===== src/rtl/receive_state_machine_pkg.sv =====
// Shared types and helpers for the eUSCI_A UART receiver: state encodings,
// shadowed frame format and the data-bit shift helper.
package receive_state_machine_pkg;

  localparam int OVERSAMPLE_DEF = 16;

  typedef enum logic [2:0] {
    IDLE   = 3'd0,
    START  = 3'd1,
    DATA   = 3'd2,
    PARITY = 3'd3,
    STOP   = 3'd4
  } rx_state_t;

  typedef struct packed {
    logic pen;
    logic par;
    logic msb;
    logic b7;
    logic spb;
  } rx_cfg_t;

  // LSB-first fills from the top of the 7/8-bit field; MSB-first fills from bit 0.
  function automatic logic [7:0] shift_in(input logic [7:0] sr, input logic b,
                                          input logic msb, input logic b7);
    logic [7:0] r;
    if (msb)     r = {sr[6:0], b};
    else if (b7) r = {1'b0, b, sr[6:1]};
    else         r = {b, sr[7:1]};
    if (b7) r[7] = 1'b0;
    return r;
  endfunction

endpackage


===== src/rtl/receive_state_machine_rx_bit_sampler.sv =====
// Rx synchronizer, per-bit tick counter and bit decision for the UART receiver.
// UART_RX_MAJORITY_EN selects 2-of-3 voting around the bit centre.
module rx_bit_sampler #(
  parameter int OVERSAMPLE = 16
) (
  input  logic BITCLK,
  input  logic reset,
  input  logic Rx,
  input  logic restart,
  input  logic active,
  output logic fall,
  output logic bit_val,
  output logic bit_valid
);

  localparam int C  = OVERSAMPLE / 2;
  localparam int TW = $clog2(OVERSAMPLE);

  logic          s1, s2, prev;
  logic [TW-1:0] tick;

  // tick tracks (cycles since the start edge) mod OVERSAMPLE, so the edge cycle is tick 0
  always_ff @(posedge BITCLK) begin
    if (!reset) begin
      s1   <= 1'b1;
      s2   <= 1'b1;
      prev <= 1'b1;
      tick <= '0;
    end else begin
      s1   <= Rx;
      s2   <= s1;
      prev <= s2;
      if (restart)     tick <= TW'(1);
      else if (active) tick <= (tick == TW'(OVERSAMPLE - 1)) ? '0 : tick + 1'b1;
      else             tick <= '0;
    end
  end

  assign fall = prev & ~s2;

`ifdef UART_RX_MAJORITY_EN
  logic samp_a, samp_b;

  always_ff @(posedge BITCLK) begin
    if (!reset) begin
      samp_a <= 1'b0;
      samp_b <= 1'b0;
    end else begin
      if (tick == TW'(C - 1)) samp_a <= s2;
      if (tick == TW'(C))     samp_b <= s2;
    end
  end

  assign bit_val   = (samp_a & samp_b) | (samp_a & s2) | (samp_b & s2);
  assign bit_valid = active && (tick == TW'(C + 1));
`else
  assign bit_val   = s2;
  assign bit_valid = active && (tick == TW'(C));
`endif

endmodule


===== src/rtl/receive_state_machine.sv =====
// eUSCI_A UART receive FSM: frames one character from Rx and emits the buffer
// write strobe plus flag pulses. Build option: UART_RX_MAJORITY_EN (see sampler).
module receive_state_machine
  import receive_state_machine_pkg::*;
#(
  parameter int OVERSAMPLE = OVERSAMPLE_DEF
) (
  input  logic       BITCLK,
  input  logic       reset,
  input  logic       wUCPEN,
  input  logic       wUCPAR,
  input  logic       wUCMSB,
  input  logic       wUC7BIT,
  input  logic       wUCSPB,
  input  logic       Rx,
  input  logic       RxBufFull,
  output logic [7:0] RxData,
  output logic       RxBufWrite,
  output logic       setRXIFG,
  output logic       setUCFE,
  output logic       setUCPE,
  output logic       setUCOE,
  output logic       setUCBRK,
  output logic       RxBusy
);

  rx_state_t  state, state_nxt;
  rx_cfg_t    cfg;
  logic [7:0] shreg;
  logic [2:0] bit_cnt;
  logic       par_acc, pe, any_one;
  logic       fall, bit_val, bit_valid, start_det, last_bit;
  logic       unused_spb;

  assign start_det = (state == IDLE) && fall;
  assign last_bit  = bit_cnt == (cfg.b7 ? 3'd6 : 3'd7);

  rx_bit_sampler #(.OVERSAMPLE(OVERSAMPLE)) u_sampler (
    .BITCLK    (BITCLK),
    .reset     (reset),
    .Rx        (Rx),
    .restart   (start_det),
    .active    (state != IDLE),
    .fall      (fall),
    .bit_val   (bit_val),
    .bit_valid (bit_valid)
  );

  always_ff @(posedge BITCLK) begin
    if (!reset) state <= IDLE;
    else        state <= state_nxt;
  end

  always_ff @(posedge BITCLK) begin
    if (!reset) begin
      cfg     <= '0;
      shreg   <= '0;
      bit_cnt <= '0;
      par_acc <= 1'b0;
      pe      <= 1'b0;
      any_one <= 1'b0;
    end else if (start_det) begin
      cfg     <= '{pen: wUCPEN, par: wUCPAR, msb: wUCMSB, b7: wUC7BIT, spb: wUCSPB};
      bit_cnt <= '0;
      par_acc <= 1'b0;
      pe      <= 1'b0;
      any_one <= 1'b0;
    end else if (bit_valid) begin
      case (state)
        DATA: begin
          shreg   <= shift_in(shreg, bit_val, cfg.msb, cfg.b7);
          bit_cnt <= bit_cnt + 3'd1;
          par_acc <= par_acc ^ bit_val;
          any_one <= any_one | bit_val;
        end
        PARITY: begin
          // expected parity bit: data XOR for even sense, its complement for odd
          pe      <= bit_val != (par_acc ^ ~cfg.par);
          any_one <= any_one | bit_val;
        end
        default: ;
      endcase
    end
  end

  // Second stop bit only matters to the transmitter; reception ends after the first.
  assign unused_spb = cfg.spb;

  always_comb begin
    state_nxt  = state;
    RxBufWrite = 1'b0;
    setRXIFG   = 1'b0;
    setUCFE    = 1'b0;
    setUCPE    = 1'b0;
    setUCOE    = 1'b0;
    setUCBRK   = 1'b0;
    case (state)
      IDLE:   if (fall) state_nxt = START;
      START:  if (bit_valid) state_nxt = bit_val ? IDLE : DATA;
      DATA:   if (bit_valid && last_bit) state_nxt = cfg.pen ? PARITY : STOP;
      PARITY: if (bit_valid) state_nxt = STOP;
      STOP: begin
        if (bit_valid) begin
          state_nxt  = IDLE;
          RxBufWrite = reset;
          setRXIFG   = reset;
          setUCFE    = reset & ~bit_val;
          setUCPE    = reset & pe;
          setUCOE    = reset & RxBufFull;
          setUCBRK   = reset & ~any_one & ~bit_val;
        end
      end
      default: state_nxt = IDLE;
    endcase
  end

  assign RxBusy = state != IDLE;
  assign RxData = shreg;

endmodule


===== config.mk =====
export PLATFORM = sky130hd
export DESIGN_NAME = receive_state_machine
export DESIGN_NICKNAME = d
export VERILOG_FILES = /design/src/rtl/receive_state_machine_pkg.sv /design/src/rtl/receive_state_machine_rx_bit_sampler.sv /design/src/rtl/receive_state_machine.sv
export SDC_FILE = /design/constraint.sdc
export NUM_CORES = 1
export LEC_CHECK = 0
export ABC_CLOCK_PERIOD_IN_PS = 1800
export CORE_ASPECT_RATIO = 0.8
export CORE_UTILIZATION = 40
export CTS_BUF_LIST = sky130_fd_sc_hd__clkbuf_8 sky130_fd_sc_hd__clkbuf_16
export CTS_CLUSTER_DIAMETER = 80
export CTS_CLUSTER_SIZE = 14
export DETAILED_ROUTE_END_ITERATION = 10
export GPL_ROUTABILITY_DRIVEN = 0
export PLACE_DENSITY = 0.73
export SKIP_LAST_GASP = 1
export SYNTH_ARGS = -nofsm -noshare
export SYNTH_HDL_FRONTEND = slang
export SYNTH_HIERARCHICAL = 1
export SYNTH_SLANG_ARGS = --single-unit

===== constraint.sdc =====
create_clock -name BITCLK -period 1.8 [get_ports BITCLK]
set_input_delay 0.18 -clock BITCLK [delete_from_list [all_inputs] [get_ports BITCLK]]
set_output_delay 0.18 -clock BITCLK [all_outputs]
set_load 0.05 [all_outputs]

==> results.toml, run 1 <==
[die]
floorplan.die.height_um = 55.9
io_pins = 24
floorplan.die.width_um = 69.3
fp.dieArea_sq_um = 3870
initial_utilization_pct = 42.1
core_area_sq_um = 3450
row_count = 19

[setup_path]
path_cells = "or3_4 -> and4b_2 -> or3b_4 -> inv_4 -> and2_4 -> buf_12"
reg2reg_slack_ns = -0.16
crit_end = "setUCOE"
r2r_start = "state[2]"
crit_cells = 6
critical_path.max_fanout = 4
cp_data_arrival_time_ns = 1.83
critPathTopFamily = "simple AND/OR/NAND/NOR gates"
worstSetupStartpoint = "state[2]"
critPathLaunchType = "register"
timing.critical_path.slowest_stage_cell = "sky130_fd_sc_hd__or3_4"
crit_path_end_kind = "output pin"
criticalPathCategory = "reg -> out"
timing.rr.end = "state[1]"
critical_path.n_buffers_inverters = 2
worst-r2r-cell-count = 9
slowest_stage_delay_on_critical_path_ns = 0.38
required_ns = 1.62

[logic_synthesis]
yosysSeqAreaShare_pct = 38.6
synth_xor_xnor_area_share_pct = 4.83
post_synthesis_compound_gate_area_fraction_pct = 10.4
synthesis.instances = 152
main_combinational_cell_family_by_area_after_synthesis = "simple AND/OR/NAND/NOR gates"
synth.area.mux_share_pct = 11.7
synth_cell_types = 40
postSynthNetCount = 164
yosys.area_share.adder_pct = 2.59
synthesis.area_sq_um = 1450
ys.warnings.count = 6
yosys.area_share.simple_pct = 25.1
synth.avg_cell_area_sq_um = 9.55
flip_flop_and_latch_count_after_synthesis = 28

[sta]
final-max-slew-violation-count = 0
totalNegativeSetupSlack_ns = -2.56
skew_ns = 0.00684
timing.final.crit_share_pct = 111
layout_setup_ws_ns = -0.206
rsz0062_at_grt = "true"
endpoints_failing_setup = 21
clock.fmax_mhz = 498
finalWorstPathRequiredPeriod_ns = 2.01
timing.slew.headroom_pct = 66.2
worst_slew_pin_slew_ns = 0.506
timing.final.hold_violations = 0

[route]
routed_wire_length_per_instance_um = 13.6
detailedRoute.firstPassIterationCount = 4
number_of_nets_with_antenna_violations_after_detailed_routing = 0
via_count = 1179
detail_route.iter0.violations = 22
drt_drc_violations_left = 0
finalWirelength_um = 3090
routed_via_density = 5.19

[layout]
insertedDiodeCount = 0
flow.area_growth_from_synthesis_pct = 40.2
ratio_of_cells_with_drive_above_1_in_the_final_layout_pct = 33.5
instances_no_fill = 227
design.final.nets = 199

[clock_tree]
h-tree-depth = 1
cts_hold_buffers = 0
cts_root_buffer = "sky130_fd_sc_hd__clkbuf_8"
cts_tree = "done"
numClockSinks = 28
cts_bufs_inserted = 3
clock_tree_buffer_depth = 2
clkSlewWorstSetupHoldPaths_ns = 0.09
worstSkewPairLatency_ns = 0.27

[placed_design]
dp_slack_ns = -0.0546
numPortBuffers = 22
place_inst = 220
hpwlAfterDp_um = 2080

[outcome]
failing_checks = "setup timing"
run_status = "finished, violations left"

[worst_hold_path]
hold_class = "reg -> reg"

[global_routing]
global_route.overflow_total = 0
antenna_violations_before_repair = 0
grt_max_degree = 23
first_global_vias = 1210
global_route.usage.total_pct = 16.0
grt_pass1_wl_um = 5170

[power_and_ir_drop]
power-per-cell-area_nw_per_um2 = 531
power.static_leakage_nw = 0.795
ir_drop_uv = 455

[job]
cap_violations = 0
-- what timing repair did --
| action | CTS | global route |
|---|---|---|
| buffers inserted | 2 | 2 |
| endpoints found under the hold margin | 0 | 0 |
| endpoints found under the setup margin | 16 | 20 |
| pin swaps | 9 | 8 |
| resized for setup | 15 | 15 |
-- sequential cells by signal (all words and copies together), names as in the netlist --
name	cells
RxData	8
any_one	1
bit_cnt	3
cfg	4
par_acc	1
pe	1
state	3
u_sampler/bit_val	1
u_sampler/prev	1
u_sampler/s1	1
u_sampler/tick	4
-- cell usage after synthesis --
master | count | area, sq um
sky130_fd_sc_hd__a211oi_1 | 2 | 15.0
sky130_fd_sc_hd__a21oi_1 | 1 | 5.00
sky130_fd_sc_hd__a22o_1 | 1 | 8.76
sky130_fd_sc_hd__a311oi_1 | 1 | 8.76
sky130_fd_sc_hd__a31oi_1 | 2 | 12.5
sky130_fd_sc_hd__and2_1 | 2 | 12.5
sky130_fd_sc_hd__and2b_1 | 1 | 7.51
sky130_fd_sc_hd__and4b_2 | 1 | 11.3
sky130_fd_sc_hd__and4bb_1 | 1 | 12.5
sky130_fd_sc_hd__buf_2 | 5 | 25.0
sky130_fd_sc_hd__buf_4 | 2 | 15.0
sky130_fd_sc_hd__buf_6 | 3 | 33.8
sky130_fd_sc_hd__clkbuf_2 | 1 | 5.00
sky130_fd_sc_hd__dfxtp_1 | 28 | 561
sky130_fd_sc_hd__ha_1 | 3 | 37.5
sky130_fd_sc_hd__inv_1 | 4 | 15.0
sky130_fd_sc_hd__inv_2 | 1 | 3.75
sky130_fd_sc_hd__mux2i_1 | 17 | 170
sky130_fd_sc_hd__nand2_1 | 11 | 41.3
sky130_fd_sc_hd__nand2b_1 | 3 | 18.8
sky130_fd_sc_hd__nand3_1 | 3 | 15.0
sky130_fd_sc_hd__nand3_2 | 1 | 10.0
sky130_fd_sc_hd__nand3b_1 | 3 | 22.5
sky130_fd_sc_hd__nand3b_2 | 1 | 11.3
sky130_fd_sc_hd__nor2_1 | 15 | 56.3
sky130_fd_sc_hd__nor2_8 | 1 | 20.0
sky130_fd_sc_hd__nor2b_1 | 9 | 56.3
sky130_fd_sc_hd__nor3_1 | 2 | 10.0
sky130_fd_sc_hd__nor3b_1 | 2 | 15.0
sky130_fd_sc_hd__nor3b_2 | 1 | 12.5
sky130_fd_sc_hd__nor4b_1 | 1 | 8.76
sky130_fd_sc_hd__o211a_1 | 6 | 60.1
sky130_fd_sc_hd__o21a_1 | 1 | 7.51
sky130_fd_sc_hd__o21ai_0 | 3 | 15.0
sky130_fd_sc_hd__o21ai_1 | 2 | 10.0
sky130_fd_sc_hd__o32ai_1 | 1 | 8.76
sky130_fd_sc_hd__or3_4 | 1 | 11.3
sky130_fd_sc_hd__or3b_4 | 1 | 11.3
sky130_fd_sc_hd__xnor2_1 | 4 | 35.0
sky130_fd_sc_hd__xor2_1 | 4 | 35.0
-- worst min path at each step --
stage,from,to,cells past startpoint
2_1_floorplan,reset,u_sampler/bit_val,1
3_3_place_gp,u_sampler/s1,u_sampler/bit_val,1
3_5_place_dp,u_sampler/s1,u_sampler/bit_val,1
4_1_cts,u_sampler/s1,u_sampler/bit_val,1
5_1_grt,u_sampler/s1,u_sampler/bit_val,1
6_report,u_sampler/s1,u_sampler/bit_val,1
-- power breakdown --
part	internal, mW	total (mW)	switching (mW)
Clock	0.150	0.339	0.189
Combinational	0.0530	0.106	0.0529
Sequential	0.628	0.635	0.00726
-- worst register-to-register path: cells and delay by family, from the launching register on --
kind                   cells  cell delay (ns)
buffers and inverters      3             0.37
and+or+nand+nor            3             0.82
AOI/OAI and AO/OA          2             0.16
muxes                      1             0.21
DFF                        1             0.33
-- cells by family after synthesis --
kind of cell,Yosys count
and+or+nand+nor,60
buffers and inverters,16
xor gates and xnor gates,8
muxes,17
adders and majority gates,3
AOI/OAI and AO/OA,20
DFF,28
-- cell type report --
cell class / count / area (sq um)
sequential: 28 / 566
inverter: 5 / 21.3
fill: 275 / 1410
clock buffer: 3 / 41.3
timing repair buffer: 41 / 452
tap: 42 / 52.6
multi-input combinational: 108 / 902
-- routing by layer --
layer | vias to the layer above | global-route usage [%] | wire length (um)
met5 | - | 0 | 0
met4 | 0 | 5.25 | 9
met3 | 2 | 2.54 | 82
met2 | 22 | 27.9 | 1510
met1 | 567 | 20.3 | 1490
li1 | 588 | - | -
-- per-stage QoR --
step | hold slack, ns | area, sq um | power [mW] | utilization [%]
after floorplan | 0.253 | 1490 | 0.711 | -
after global placement | 0.394 | 1840 | 0.744 | 53.5
after detailed placement | 0.404 | 1840 | 0.747 | 53.5
after CTS | 0.427 | 1960 | 1.08 | 56.9
after global routing | 0.438 | 2030 | 1.12 | 59.0
final | 0.424 | 2030 | 1.08 | 59.0
-- layout by cell type, fill, tap and decap left out, types with 5 or more instances in the layout --
| cell | count |
|---|---|
| sky130_fd_sc_hd__buf_6 | 5 |
| sky130_fd_sc_hd__clkdlybuf4s50_1 | 15 |
| sky130_fd_sc_hd__dfxtp_1 | 24 |
| sky130_fd_sc_hd__buf_4 | 14 |
| sky130_fd_sc_hd__nor2b_1 | 9 |
| sky130_fd_sc_hd__nand2_1 | 9 |
| sky130_fd_sc_hd__mux2i_1 | 17 |
| sky130_fd_sc_hd__buf_12 | 7 |
| sky130_fd_sc_hd__nor2_1 | 13 |
| sky130_fd_sc_hd__o211a_1 | 6 |
Note: power is estimated with default switching activity, not from simulation.
==> run 2: changes to the inputs <==
- RECOVER_POWER: default -> 25
==> run 2 against run 1 <==
  * The run still ends with setup timing left
  * Clock power barely moved
  * Critical endpoint unchanged
  * Largest cell class unchanged
  * Total power decreased by 0.18%
  * Utilization down 0.11 points
  * Count of clock-buffer cells in the layout did not move
  * Highest routed layer unchanged
  * Clock skew grew 0.00056 ns
  * Combinational power about the same
  * Non-clock buffer count did not move
==> results.toml, run 2 (same netlist as run 1, synthesis figures left out) <==
[die]
row_count = 19
fp.dieArea_sq_um = 3870
floorplan.die.height_um = 55.9
initial_utilization_pct = 42.1
floorplan.die.width_um = 69.3
io_pins = 24
core_area_sq_um = 3450

[layout]
multi_input_area_sq_um = 902
area.sequential_sq_um = 566
insertedDiodeCount = 0
final_cell_area_sq_um = 2030
final_cell_mix = "24 x sky130_fd_sc_hd__dfxtp_1, 17 x sky130_fd_sc_hd__mux2i_1, 14 x sky130_fd_sc_hd__clkdlybuf4s50_1"
final.fill_count = 277
ratio_of_cells_with_drive_above_1_in_the_final_layout_pct = 33.0
flow.area_growth_from_synthesis_pct = 39.9
mostFrequentLayoutCell = "sky130_fd_sc_hd__dfxtp_1"
largest_register_ffs = 8
design.final.nets = 199
instances_no_fill = 227
final_util_pct = 58.9

[setup_path]
critPathTopFamily = "simple AND/OR/NAND/NOR gates"
crit_cells = 6
critical_path.max_fanout = 4
cp_data_arrival_time_ns = 1.83
required_ns = 1.62
timing.rr.end = "state[1]"
timing.critical_path.slowest_stage_cell = "sky130_fd_sc_hd__or3_4"
critPathLaunchType = "register"
reg2reg_slack_ns = -0.16
crit_path_end_kind = "output pin"
critical_path.n_buffers_inverters = 2
r2r_start = "state[2]"
slowest_stage_delay_on_critical_path_ns = 0.38
crit_end = "setUCOE"
path_cells = "or3_4 -> and4b_2 -> or3b_4 -> inv_4 -> and2_4 -> buf_12"
criticalPathCategory = "reg -> out"
worstSetupStartpoint = "state[2]"
worst-r2r-cell-count = 9

[clock_tree]
cts_tree = "done"
worstSkewPairLatency_ns = 0.27
cts_root_buffer = "sky130_fd_sc_hd__clkbuf_8"
cts_bufs_inserted = 3
h-tree-depth = 1
clkSlewWorstSetupHoldPaths_ns = 0.09
clock_tree_buffer_depth = 2
numClockSinks = 28

[sta]
final-max-slew-violation-count = 0
rsz0062_at_grt = "true"
timing.final.hold_violations = 0
endpoints_failing_setup = 24
clock.fmax_mhz = 499
timing.slew.headroom_pct = 37.2
skew_ns = 0.00739
finalWorstPathRequiredPeriod_ns = 2.01
worst_slew_pin_slew_ns = 0.942
timing.final.crit_share_pct = 111
layout_setup_ws_ns = -0.205

[power_and_ir_drop]
power.static_leakage_nw = 0.792
power-per-cell-area_nw_per_um2 = 531
ir_drop_uv = 455

[route]
finalWirelength_um = 3090
via_count = 1186
routed_via_density = 5.22
detail_route.iter0.violations = 22
routed_wire_length_per_instance_um = 13.6
detailedRoute.firstPassIterationCount = 6
number_of_nets_with_antenna_violations_after_detailed_routing = 0
drt_drc_violations_left = 0

[worst_hold_path]
hold_class = "reg -> reg"
worst_hold_path.num_cells = 1

[job]
cap_violations = 0

[global_routing]
antenna_violations_before_repair = 0
global_route.overflow_total = 0
first_global_vias = 1210
grt_pass1_wl_um = 5170
global_route.usage.total_pct = 16.0
grt_max_degree = 23

[outcome]
failing_checks = "setup timing"
run_status = "finished, violations left"

[placed_design]
numPortBuffers = 22
hpwlAfterDp_um = 2080
placed_cell_area_sq_um = 1840
place_inst = 220
dp_slack_ns = -0.0546
[run 2: cell count changes in the layout (fill, tap and decap cells not counted), sizes merged]
cell | before | now
clkdlybuf4s50 | 15 | 14
clkbuf | 3 | 4
buf | 26 | 25
dlygate4sd3 | 0 | 1
[run 2: power by group]
group	internal, mW	switching (mW)
Sequential	0.628	0.00723
Clock	0.150	0.189
Combinational	0.0517	0.0528
Total	0.829	0.249
[run 2: metal layers]
layer	up-vias	global-route usage, %	wire length [um]
li1	589	-	-
met2	21	27.9	1500
met5	-	0	0
met3	2	2.54	81
met4	0	5.25	9
met1	574	20.3	1500
[run 2: layout make-up]
class / instances / share of cell area [%]
clock buffer: 3 / 2.03
inverter: 5 / 1.05
multi-input combinational: 108 / 44.4
sequential: 28 / 27.8
tap: 42 / 2.59
timing repair buffer: 41 / 22.1
[run 2: how the worst min path moves through the flow]
stage	from	end	slack (ns)
final	u_sampler/s1	u_sampler/bit_val	0.42
after global routing	u_sampler/s1	u_sampler/bit_val	0.44
after CTS	u_sampler/s1	u_sampler/bit_val	0.43
after detailed placement	u_sampler/s1	u_sampler/bit_val	0.40
after global placement	u_sampler/s1	u_sampler/bit_val	0.39
after floorplan	reset	u_sampler/bit_val	0.25
[run 2: per-stage QoR]
step,total power [mW],hold WS [ns],TNS [ns]
5_1_grt,1.12,0.438,-4.17
4_1_cts,1.08,0.427,-1.30
6_report,1.08,0.424,-2.63
3_3_place_gp,0.744,0.394,-0.0307
2_1_floorplan,0.711,0.253,-1.48
3_5_place_dp,0.747,0.404,-0.326
[run 2: repair_timing]
action,CTS,global route
hold buffers,0,0
resized for setup,15,15
setup buffers,2,2
setup endpoints to repair,16,20
pin swaps,9,8
==> run 3: changes to the inputs <==
--- a/config.mk
+++ b/config.mk
@@ -18,2 +18,3 @@
 export SKIP_LAST_GASP = 1
+export SLEW_MARGIN = 20
 export SYNTH_ARGS = -nofsm -noshare
--- a/constraint.sdc
+++ b/constraint.sdc
@@ -3,2 +3,2 @@
 set_output_delay 0.18 -clock BITCLK [all_outputs]
-set_load 0.05 [all_outputs]
+set_load 0.005 [all_outputs]
==> run 3 against run 2 <==
  * The run still ends with setup timing left
  * Die area stayed put
  * Register-to-register slack hardly changed
  * Worst setup slack better by 0.032 ns
  * Largest power group unchanged
==> results.toml, run 3 (same netlist as run 1, synthesis figures left out) <==
[setup_path]
cp_data_arrival_time_ns = 2.16
critPathLaunchType = "register"
critical_path.max_fanout = 10
crit_path_end_kind = "register"
required_ns = 1.98
criticalPathCategory = "reg -> reg"

[layout]
largest_register_ffs = 8
flow.area_growth_from_synthesis_pct = 27.3
design.final.nets = 194
final_cell_mix = "24 x sky130_fd_sc_hd__dfxtp_1, 17 x sky130_fd_sc_hd__mux2i_1, 15 x sky130_fd_sc_hd__nor2_1"
insertedDiodeCount = 0
ratio_of_cells_with_drive_above_1_in_the_final_layout_pct = 23.8
mostFrequentLayoutCell = "sky130_fd_sc_hd__dfxtp_1"

[worst_hold_path]
hold_class = "reg -> reg"

[route]
drt_drc_violations_left = 0
finalWirelength_um = 3070
detailedRoute.firstPassIterationCount = 4
via_count = 1170
detail_route.iter0.violations = 43
number_of_nets_with_antenna_violations_after_detailed_routing = 0
routed_via_density = 5.25
routed_wire_length_per_instance_um = 13.8

[outcome]
failing_checks = "setup timing"
run_status = "finished, violations left"

[sta]
endpoints_failing_setup = 22
layout_setup_ws_ns = -0.173
timing.slew.headroom_pct = 39.8
whs_ns = 0.434
worst_slew_pin_slew_ns = 0.902
rsz0062_at_grt = "true"
final-max-slew-violation-count = 0
skew_ns = 0.00166
clock.fmax_mhz = 507
timing.final.hold_violations = 0
totalNegativeSetupSlack_ns = -1.67
finalWorstPathRequiredPeriod_ns = 1.97
timing.final.crit_share_pct = 110

[global_routing]
global_route.usage.total_pct = 16.6
first_global_vias = 1180
global_route.overflow_total = 0
grt_max_degree = 23
groute.layer.met2.usage_pct = 28.3
busiest_layer = "met2"
gr-usage-met3_pct = 2.90
grt_util_met1_pct = 20.0
grt_pass1_wl_um = 5120
antenna_violations_before_repair = 0

[placed_design]
hpwlAfterDp_um = 2100
numPortBuffers = 22

[clock_tree]
cts_tree = "done"
h-tree-depth = 1
cts_hold_buffers = 0
worstSkewPairLatency_ns = 0.27
clock_tree_buffer_depth = 2
clkSlewWorstSetupHoldPaths_ns = 0.09
cts_bufs_inserted = 3
cts_root_buffer = "sky130_fd_sc_hd__clkbuf_8"
numClockSinks = 28

[job]
cap_violations = 0

[die]
row_count = 19
floorplan.die.height_um = 55.9
floorplan.die.width_um = 69.3
fp.dieArea_sq_um = 3870
core_area_sq_um = 3450
io_pins = 24
initial_utilization_pct = 42.1

[power_and_ir_drop]
power.static_leakage_nw = 0.763
power_after_layout_mw = 1.12
power-per-cell-area_nw_per_um2 = 604
ir_drop_uv = 365
[run 3: cell types whose count changed in the layout (fill, tap and decap cells not counted), moves of 3 or more]
cell / previous run / this run
sky130_fd_sc_hd__buf_12: 7 / 1
sky130_fd_sc_hd__buf_2: 0 / 5
sky130_fd_sc_hd__buf_6: 5 / 2
sky130_fd_sc_hd__clkdlybuf4s50_1: 14 / 11
sky130_fd_sc_hd__dlygate4sd3_1: 1 / 4
[run 3: repair_timing]
action	4_1_cts	5_1_grt
gates resized for setup	32	8
pin swaps	5	2
setup buffers	1	1
setup endpoints to repair	20	20
[run 3: final timing paths]
kind / slack, ns / depth (start not counted) / start / to
worst max-delay path: -0.17 / 7 / state[0] / state[1]
worst min-delay path: 0.43 / 1 / u_sampler/s1 / u_sampler/bit_val
worst max register to register: -0.17 / 7 / state[0] / state[1]
worst min register to register: 0.43 / 1 / u_sampler/s1 / u_sampler/bit_val
[run 3: per-stage QoR]
stage	instances	worst slack, ns	utilization, %	cell area (sq um)
3_3_place_gp	217	-0.288	50.9	1750
6_report	223	-0.173	53.6	1850
5_1_grt	223	-0.228	53.6	1850
4_1_cts	222	-0.168	52.6	1810
2_1_floorplan	152	0.0251	-	1460
3_5_place_dp	217	-0.316	50.9	1750
[run 3: layout make-up]
| type | instances | area [sq um] |
|---|---|---|
| flip-flops and latches | 28 | 566 |
| multi-input cells | 108 | 840 |
| inverters | 5 | 18.8 |
| repair buffers | 36 | 317 |
| well taps | 42 | 52.6 |
| fillers | 305 | 1600 |
| clock buffers | 4 | 55.1 |
[run 3: layer usage]
metal / vias up / wire length [um]
met5: - / 0
met4: 0 / 62
met3: 7 / 111
met2: 30 / 1540
met1: 556 / 1360
li1: 577 / -
[run 3: power breakdown]
group	total (mW)	switching, mW	internal [mW]
clock network	0.384	0.188	0.196
registers	0.638	0.0103	0.628
logic	0.0942	0.0438	0.0504
[run 3: worst max-delay path: stages, from the launching register on]
cell and delay (ns):
sky130_fd_sc_hd__dfxtp_2 0.33, sky130_fd_sc_hd__or3_4 0.38, sky130_fd_sc_hd__and4b_2 0.26, sky130_fd_sc_hd__buf_4 0.18, sky130_fd_sc_hd__nor4b_4 0.23, sky130_fd_sc_hd__a211oi_1 0.07, sky130_fd_sc_hd__o21ai_1 0.15, sky130_fd_sc_hd__mux2i_1 0.28
